===== src/rtl/mish_toggle_monitor_if.sv =====
// rtl/mish_toggle_monitor_if.sv - sample input and report handshake bundle for mish_toggle_monitor
interface mish_toggle_monitor_if #(
    parameter int WIDTH = 43,
    parameter int CNT_W = 16
);
    localparam int HD_W = $clog2(WIDTH + 1);

    logic             in_valid;
    logic [WIDTH-1:0] in_data;
    logic             rpt_valid;
    logic             rpt_ready;
    logic [CNT_W-1:0] rpt_toggles;
    logic [HD_W-1:0]  rpt_max_hd;
    logic             rpt_sat;

    modport master (
        output in_valid, in_data, rpt_ready,
        input  rpt_valid, rpt_toggles, rpt_max_hd, rpt_sat
    );

    modport slave (
        input  in_valid, in_data, rpt_ready,
        output rpt_valid, rpt_toggles, rpt_max_hd, rpt_sat
    );
endinterface


===== src/rtl/mish_toggle_monitor.sv =====
// rtl/mish_toggle_monitor.sv - Hamming-distance switching activity monitor with windowed reports
module mish_toggle_monitor #(
    parameter int WIDTH  = 43,
    parameter int WINDOW = 256,
    parameter int CNT_W  = 16
) (
    input  logic                  clk,
    input  logic                  rst_n,
    input  logic                  clear,
    mish_toggle_monitor_if.slave  bus,
    output logic                  overrun,
    output logic                  busy
);
    localparam int HD_W = $clog2(WIDTH + 1);
    localparam logic [CNT_W-1:0] CNT_MAX = '1;
    localparam logic [CNT_W-1:0] WIN_C   = CNT_W'(WINDOW);

    typedef enum logic {IDLE, RUN} state_t;
    state_t state, state_nx;

    logic [WIDTH-1:0] in_q, prev;
    logic             in_v_q, in_run_q;
    logic [HD_W-1:0]  hd_q, max_q, hd_nx, max_nx;
    logic             hd_v_q;
    logic [CNT_W-1:0] acc, tcnt, acc_nx, tcnt_nx;
    logic [CNT_W:0]   acc_sum;
    logic             sat_acc, sat_nx, win_close;
    logic             rpt_valid, rpt_sat;
    logic [CNT_W-1:0] rpt_toggles;
    logic [HD_W-1:0]  rpt_max_hd;

    function automatic logic [HD_W-1:0] popcount(input logic [WIDTH-1:0] v);
        logic [HD_W-1:0] n;
        n = '0;
        for (int i = 0; i < WIDTH; i++) begin
            n = n + HD_W'(v[i]);
        end
        return n;
    endfunction

    always_comb begin
        state_nx = state;
        if (clear) begin
            state_nx = IDLE;
        end else if (state == IDLE && bus.in_valid) begin
            state_nx = RUN;
        end
    end

    always_ff @(posedge clk or negedge rst_n) begin
        if (!rst_n) begin
            state <= IDLE;
        end else begin
            state <= state_nx;
        end
    end

    // The add is one bit wider than the accumulator so the carry flags the clamp.
    always_comb begin
        hd_nx     = popcount(in_q ^ prev);
        acc_sum   = {1'b0, acc} + {{(CNT_W + 1 - HD_W){1'b0}}, hd_q};
        acc_nx    = acc_sum[CNT_W] ? CNT_MAX : acc_sum[CNT_W-1:0];
        sat_nx    = sat_acc | acc_sum[CNT_W];
        max_nx    = (hd_q > max_q) ? hd_q : max_q;
        tcnt_nx   = tcnt + CNT_W'(1);
        win_close = hd_v_q && (tcnt_nx == WIN_C);
    end

    always_ff @(posedge clk or negedge rst_n) begin
        if (!rst_n) begin
            in_q        <= '0;
            in_v_q      <= 1'b0;
            in_run_q    <= 1'b0;
            prev        <= '0;
            hd_q        <= '0;
            hd_v_q      <= 1'b0;
            acc         <= '0;
            max_q       <= '0;
            sat_acc     <= 1'b0;
            tcnt        <= '0;
            rpt_valid   <= 1'b0;
            rpt_toggles <= '0;
            rpt_max_hd  <= '0;
            rpt_sat     <= 1'b0;
            overrun     <= 1'b0;
        end else if (clear) begin
            in_q        <= '0;
            in_v_q      <= 1'b0;
            in_run_q    <= 1'b0;
            prev        <= '0;
            hd_q        <= '0;
            hd_v_q      <= 1'b0;
            acc         <= '0;
            max_q       <= '0;
            sat_acc     <= 1'b0;
            tcnt        <= '0;
            rpt_valid   <= 1'b0;
            rpt_toggles <= '0;
            rpt_max_hd  <= '0;
            rpt_sat     <= 1'b0;
            overrun     <= 1'b0;
        end else begin
            in_v_q   <= bus.in_valid;
            in_run_q <= (state == RUN);
            if (bus.in_valid) begin
                in_q <= bus.in_data;
            end

            // The priming sample only seeds prev; later ones also yield a distance.
            hd_v_q <= in_v_q && in_run_q;
            if (in_v_q) begin
                prev <= in_q;
                if (in_run_q) begin
                    hd_q <= hd_nx;
                end
            end

            if (rpt_valid && bus.rpt_ready) begin
                rpt_valid <= 1'b0;
            end

            if (hd_v_q) begin
                if (win_close) begin
                    acc     <= '0;
                    max_q   <= '0;
                    sat_acc <= 1'b0;
                    tcnt    <= '0;
                    // A report being taken this very edge frees the slot for the new one.
                    if (!rpt_valid || bus.rpt_ready) begin
                        rpt_valid   <= 1'b1;
                        rpt_toggles <= acc_nx;
                        rpt_max_hd  <= max_nx;
                        rpt_sat     <= sat_nx;
                    end else begin
                        overrun <= 1'b1;
                    end
                end else begin
                    acc     <= acc_nx;
                    max_q   <= max_nx;
                    sat_acc <= sat_nx;
                    tcnt    <= tcnt_nx;
                end
            end
        end
    end

    assign busy            = (state != IDLE);
    assign bus.rpt_valid   = rpt_valid;
    assign bus.rpt_toggles = rpt_toggles;
    assign bus.rpt_max_hd  = rpt_max_hd;
    assign bus.rpt_sat     = rpt_sat;
endmodule


===== src/flat_wrapper.sv =====
// flat-port wrapper written by rule: the top's interface ports become plain ports
module mish_toggle_monitor_flat 
#(
    parameter int WIDTH  = 43,
    parameter int WINDOW = 256,
    parameter int CNT_W  = 16
)
  (clk, rst_n, clear, overrun, busy, bus_in_valid, bus_in_data, bus_rpt_ready, bus_rpt_valid, bus_rpt_toggles, bus_rpt_max_hd, bus_rpt_sat);
  mish_toggle_monitor_if #(.WIDTH(WIDTH), .CNT_W(CNT_W)) bus_i ();
  input  logic clk;
  input  logic rst_n;
  input  logic clear;
  output logic overrun;
  output logic busy;
  input wire logic [$bits(bus_i.in_valid)-1:0] bus_in_valid;
  input wire logic [$bits(bus_i.in_data)-1:0] bus_in_data;
  input wire logic [$bits(bus_i.rpt_ready)-1:0] bus_rpt_ready;
  output wire logic [$bits(bus_i.rpt_valid)-1:0] bus_rpt_valid;
  output wire logic [$bits(bus_i.rpt_toggles)-1:0] bus_rpt_toggles;
  output wire logic [$bits(bus_i.rpt_max_hd)-1:0] bus_rpt_max_hd;
  output wire logic [$bits(bus_i.rpt_sat)-1:0] bus_rpt_sat;
  assign bus_i.in_valid = bus_in_valid;
  assign bus_i.in_data = bus_in_data;
  assign bus_i.rpt_ready = bus_rpt_ready;
  assign bus_rpt_valid = bus_i.rpt_valid;
  assign bus_rpt_toggles = bus_i.rpt_toggles;
  assign bus_rpt_max_hd = bus_i.rpt_max_hd;
  assign bus_rpt_sat = bus_i.rpt_sat;
  mish_toggle_monitor #(.WIDTH(WIDTH), .WINDOW(WINDOW), .CNT_W(CNT_W)) u_core (.clk(clk), .rst_n(rst_n), .clear(clear), .bus(bus_i), .overrun(overrun), .busy(busy));
endmodule

===== config.mk =====
export PLATFORM = sky130hd
export DESIGN_NAME = mish_toggle_monitor_flat
export DESIGN_NICKNAME = d
export VERILOG_FILES = /design/src/rtl/mish_toggle_monitor_if.sv /design/src/rtl/mish_toggle_monitor.sv /design/src/flat_wrapper.sv
export SDC_FILE = /design/constraint.sdc
export NUM_CORES = 1
export LEC_CHECK = 0
export CORE_ASPECT_RATIO = 0.9
export CORE_UTILIZATION = 48
export CTS_BUF_LIST = sky130_fd_sc_hd__clkbuf_8
export CTS_CLUSTER_SIZE = 20
export DETAILED_ROUTE_END_ITERATION = 7
export PLACE_DENSITY = 0.71
export SYNTH_ARGS = -nofsm -noshare
export SYNTH_HDL_FRONTEND = slang
export SYNTH_SLANG_ARGS = --single-unit
export TNS_END_PERCENT = 50

===== constraint.sdc =====
create_clock -name clk -period 6.08 [get_ports clk]
set_clock_uncertainty 0.1 [all_clocks]
set_input_delay 0.608 -clock clk [delete_from_list [all_inputs] [get_ports clk]]
set_output_delay 0.608 -clock clk [all_outputs]
set_load 0.05 [all_outputs]

# Word level (Yosys, flattened, before mapping)
# Cells that the tools add are included.
[word_totals]
word_cells = 129
input_bits = 48
out_inout_bits = 26
regBits = 160
[op_classes]
bitwise_logic = 3
reduce_logical = 16
add_sub_neg = 44
magnitude_cmp = 1
eq_ne = 2
muxes = 47
[ops]
columns = ["op", "count"]
rows = [
  ["$add A6 B1 Y6", 41],
  ["$mux W16", 11],
  ["$mux W43", 4],
  ["$mux W6", 11],
  ["$xor A43 B43 Y43", 1],
  ["$mux W1", 21],
  ["$add A16 B6 Y17", 1],
  ["$add A16 B1 Y16 const B", 1],
  ["$eq A16 B9 Y1 const B", 1],
  ["$reduce_bool A2 Y1", 7],
  ["$gt A6 B6 Y1", 1],
  ["$reduce_and A3 Y1", 2],
  ["$logic_and A1 B1 Y1", 4],
  ["$add A1 B1 Y2", 1],
  ["$ne A2 B2 Y1 const B", 1],
  ["$reduce_and A2 Y1", 1],
  ["$logic_not A1 Y1", 1],
  ["$logic_or A1 B1 Y1", 1],
  ["$not A1 Y1", 1],
  ["$or A1 B1 Y1", 1],
]

# Longest topological paths before layout
[logic_depth]
word_depth = 46
mapped_depth = 19
depth_no_buf = 19

# Worst setup path after synthesis
# No wires, ideal clock.
[synth_path]
path_type = "register -> register"
from = "reg u_core.in_q[0]"
to = "reg u_core.hd_q[4]"
required_time_ns = 5.902
setup_ns = 0.078
path_stages_with_launch = 19
synth_period_minus_slack_ns = 5.967
arrival_time_ns = 5.789
setup_slack_ns = 0.113
path_buffers = 0
path_cell_list = "dfrtp_1 -> xor2_1 -> ha_1 -> fa_1 -> fa_1 -> fa_1 -> fa_1 -> fa_1 -> inv_1 -> fa_1 -> fa_1 -> inv_1 -> ha_1 -> fa_1 -> a21o_1 -> a21oi_1 -> xnor2_1 -> nand2_1 -> a21oi_1"
[synth_via]
elab_chain_len = 46
[synth_rtl]
columns = ["element", "line_no", "text"]
rows = [
  ["start, declared", "mish_toggle_monitor.sv:21", "logic [WIDTH-1:0] in_q, prev;"],
  ["start signal, assigned", "mish_toggle_monitor.sv:106", "in_q <= bus.in_data;"],
  ["$xor A43 B43 Y43", "mish_toggle_monitor.sv:60", "hd_nx = popcount(in_q ^ prev);"],
  ["$add A1 B1 Y2", "mish_toggle_monitor.sv:36", "n = n + HD_W'(v[i]);"],
  ["$add A6 B1 Y6 (41 in series)", "mish_toggle_monitor.sv:36", ""],
  ["$mux W6", "mish_toggle_monitor.sv:113", "if (in_run_q) begin"],
  ["$mux W6", "mish_toggle_monitor.sv:111", "if (in_v_q) begin"],
  ["$mux W6", "mish_toggle_monitor.sv:86", "end else if (clear) begin"],
  ["end signal, assigned", "mish_toggle_monitor.sv:114", "hd_q <= hd_nx;"],
  ["end, declared", "mish_toggle_monitor.sv:23", "logic [HD_W-1:0] hd_q, max_q, hd_nx, max_nx;"],
]
# No other way between the ends. The select of a mux whose other input is x is not followed.
# A chain may end at the register's enable or synchronous reset.

# Worst setup path after layout
[layout_path]
from = "reg u_core.in_q[1]"
to = "reg u_core.hd_q[4]"
# Same word-level chain as after synthesis.

==> reports/qor.yml <==
run_status:
  outcome: "completed"
logic_synthesis:
  synth_area_leader_cell: "sky130_fd_sc_hd__dfrtp_1"
  synthMostInstantiatedCell: "sky130_fd_sc_hd__dfrtp_1"
  synth_edf_count: 0
  number_of_distinct_standard_cells_referenced_by_the_synthesized_netlist: 55
  yosys_warn_count: 0
  ys_top_cells_by_count: "sky130_fd_sc_hd__dfrtp_1 (160), sky130_fd_sc_hd__nor2_1 (125), sky130_fd_sc_hd__mux2i_1 (107), sky130_fd_sc_hd__nand2_1 (51), sky130_fd_sc_hd__inv_1 (43)"
  dominantRegCellSynth: "sky130_fd_sc_hd__dfrtp_1"
  synth-async-reset-ratio_pct: 100
  yosys.area.top_type_share_pct: 44.3
  ys_seq_area_share_pct: 44.3
  synthesis.area_sq_um: 9030
  mappedNetlistNets: 962
  post_synthesis_area_per_instance_sq_um: 10.6
  postSynthCellCount: 854
  netlist_top_cells_area: "sky130_fd_sc_hd__dfrtp_1 (44%), sky130_fd_sc_hd__mux2i_1 (12%), sky130_fd_sc_hd__fa_1 (7.8%)"
  synth-seq-cells: 160
power:
  fin_total_pwr_w: 0.00330
  vdd.ir_drop.worst_mv: 0.314
  power_per_cell_area_nw_per_um2: 319
  static-leakage-power_nw: 4.92
cts:
  clockRootBuffer: "sky130_fd_sc_hd__clkbuf_8"
  cts_htree_levels: 4
  clk_transition_reported_paths_ns: 0.09
  tritoncts.num_buffers: 17
  post_cts_buffers: 0
  clk-insertion-delay-late_ns: 0.46
  cts_tree: "done"
  cts_buffer_depth: 2
  cts_hold_buffers: 0
  tritoncts_num_sinks: 160
floorplanning:
  die_y_um: 132
  core_sq_um: 18400
  initial_utilization_pct: 49.1
  fp-row-count: 47
  dieArea_sq_um: 19400
  io-pin-count: 74
  die-width_um: 147
detailed_routing:
  routed-via-count: 6127
  detail_route.wl_per_cell_um: 15.2
  drt-initial-drc-count: 426
  drt_wl_total_um: 17700
  via_per_instance_ratio: 5.25
  drc: 0
  antenna_violating_nets_remaining: 0
  first_pass_iters: 5
critical_path:
  rrSetupSlack_ns: 0.28
  critical_path.max_fanout: 3
  worst-setup-path-type: "flop to flop"
  critical_path.endpoint_type: "flop"
  worstSetupStartpointType: "flop"
  arrival_ns: 6.08
  worst_ep_required_time_ns: 6.36
timing:
  finalWorstPathRequiredPeriod_ns: 5.80
  fin_hold_ws_ns: 0.167
  final_setup_viols: 0
  tightest_slew_ns: 1.05
  max-slew-margin-rel_pct: 30.3
  timing.final.max_slew_violations: 0
  min_period_over_period_pct: 95.4
  finalHoldViolCount: 0
  fmax_ghz: 0.172
  setup_total_negative_slack_ns: 0
global_route:
  grtUsageMet2_pct: 29.3
  global_route.usage.total_pct: 19.8
  grt_start_max_net_pins: 113
  met1_usage_pct: 29.4
  via_count_of_the_first_global_routing_pass: 5977
  grt-ovfl-total: 0
  grt_pass1_wl_um: 30400
  globalRoute.busiestLayer: "met1"
  antenna_found_initial: 0
  global_route.usage.met3_pct: 3.56
hold_path:
  hp-class: "input pin to async pin"
cells_and_area:
  n_antenna_cell: 0
  area_delta_synth_final_pct: 14.8
  stdcell_count: 1167
  layout-drive-gt1-share_pct: 7.81
  number_of_nets_in_the_layout: 1017
  fin_util_pct: 56.3
place:
  place.port_buffers: 73
  gp_routability_congestion: 0.878
  hpwl_um: 11900
  placedCellCount: 1135
job:
  maxCapViolations: 0
-- layer usage --
| metal | vias to the layer above | share of wire [%] | wire, um |
|---|---|---|---|
| met2 | 106 | 46 | 8180 |
| met3 | 17 | 2.9 | 508 |
| met5 | - | 0 | 0 |
| met1 | 3006 | 50 | 8790 |
| li1 | 2998 | - | - |
| met4 | 0 | 1.3 | 234 |
-- report_power, final --
group          internal [W]  switching, W
sequential          0.00110     0.0000362
clock              0.000417      0.000394
combinational      0.000648      0.000713
total               0.00216       0.00114
-- state kept, by name, summed over array words and instances, names as in the netlist, 6 cells and up --
register / flops
u_core.bus.rpt_toggles: 16
u_core.max_q: 6
u_core.tcnt: 16
u_core.in_q: 43
u_core.prev: 43
u_core.acc: 16
u_core.hd_q: 6
u_core.bus.rpt_max_hd: 6
-- critical path, cell delays in order (launching register included) --
cell and delay (ns):
sky130_fd_sc_hd__dfrtp_1 0.41, sky130_fd_sc_hd__xor2_1 0.16, sky130_fd_sc_hd__ha_1 0.33, sky130_fd_sc_hd__fa_1 0.61, sky130_fd_sc_hd__fa_2 0.46, sky130_fd_sc_hd__fa_1 0.51
sky130_fd_sc_hd__fa_1 0.42, sky130_fd_sc_hd__fa_1 0.53, sky130_fd_sc_hd__fa_1 0.55, sky130_fd_sc_hd__inv_1 0.05, sky130_fd_sc_hd__fa_1 0.52, sky130_fd_sc_hd__inv_1 0.07
sky130_fd_sc_hd__fa_2 0.38, sky130_fd_sc_hd__a21o_1 0.19, sky130_fd_sc_hd__a21oi_2 0.13, sky130_fd_sc_hd__xnor2_1 0.12, sky130_fd_sc_hd__nand2_1 0.07, sky130_fd_sc_hd__a21oi_1 0.12
-- area by class of cell --
class	instances	area, sq um
clock buffer	22	303
clock inverter	10	108
fill	1589	8040
inverter	44	165
multi-input combinational	605	4700
sequential	160	4010
tap	245	307
timing repair buffer	81	785
-- stage by stage --
| step | area [sq um] | setup slack (ns) |
|---|---|---|
| CTS | 10400 | 0.0241 |
| global route | 10400 | -0.000774 |
| global placement | 9940 | 0.0314 |
| floorplan | 9030 | 0.113 |
| detailed placement | 9940 | -0.0959 |
| finish | 10400 | 0.279 |
-- cells by family after synthesis --
group | after synthesis | share of synthesized area (%)
xor gates and xnor gates | 67 | 6.50
adders and majority gates | 60 | 11.2
buffers and inverters | 89 | 3.86
DFF | 160 | 44.3
and+or+nand+nor | 268 | 13.6
muxes | 120 | 13.9
AOI/OAI and AO/OA | 90 | 6.59
-- worst paths after layout --
check,endpoint,startpoint,depth (start not counted)
max in group asynchronous,u_core.in_q[36]$_DFFE_PN0P_,rst_n,2
worst min register to register,u_core.overrun$_DFFE_PN0P_,u_core.overrun$_DFFE_PN0P_,2
worst min-delay path,u_core.bus.rpt_toggles[15]$_DFFE_PN0P_,rst_n,1
min in group clk,u_core.overrun$_DFFE_PN0P_,u_core.overrun$_DFFE_PN0P_,2
worst max-delay path,u_core.hd_q[4]$_DFFE_PN0P_,u_core.in_q[1]$_DFFE_PN0P_,17
worst max register to register,u_core.hd_q[4]$_DFFE_PN0P_,u_core.in_q[1]$_DFFE_PN0P_,17
-- timing repair --
action / in CTS / in global routing
hold endpoints to repair: 0 / 0
resized for setup: 0 / 6
pin swaps: 3 / 13
setup endpoints to repair: 1 / 1
-- placed cells by master, fill, tap and decap left out, types with 3 or more instances in the layout --
master / n
sky130_fd_sc_hd__a211oi_1: 3
sky130_fd_sc_hd__a21o_1: 6
sky130_fd_sc_hd__a21oi_1: 20
sky130_fd_sc_hd__a21oi_2: 3
sky130_fd_sc_hd__a31oi_1: 4
sky130_fd_sc_hd__a32o_1: 5
sky130_fd_sc_hd__a41oi_1: 3
sky130_fd_sc_hd__and2_1: 5
sky130_fd_sc_hd__and3_1: 6
sky130_fd_sc_hd__buf_4: 9
sky130_fd_sc_hd__clkbuf_8: 22
sky130_fd_sc_hd__clkdlybuf4s50_1: 70
sky130_fd_sc_hd__clkinv_2: 4
sky130_fd_sc_hd__dfrtp_1: 159
sky130_fd_sc_hd__fa_1: 33
sky130_fd_sc_hd__ha_1: 24
sky130_fd_sc_hd__inv_1: 44
sky130_fd_sc_hd__mux2_2: 3
sky130_fd_sc_hd__mux2_4: 10
sky130_fd_sc_hd__mux2i_1: 107
sky130_fd_sc_hd__nand2_1: 51
sky130_fd_sc_hd__nand3_1: 18
sky130_fd_sc_hd__nand4_1: 10
sky130_fd_sc_hd__nor2_1: 125
sky130_fd_sc_hd__nor2b_1: 18
sky130_fd_sc_hd__nor3_1: 16
sky130_fd_sc_hd__o21ai_0: 28
sky130_fd_sc_hd__or2_2: 4
sky130_fd_sc_hd__or3_1: 4
sky130_fd_sc_hd__xnor2_1: 33
sky130_fd_sc_hd__xor2_1: 34
(Power assumes the default switching activity.)
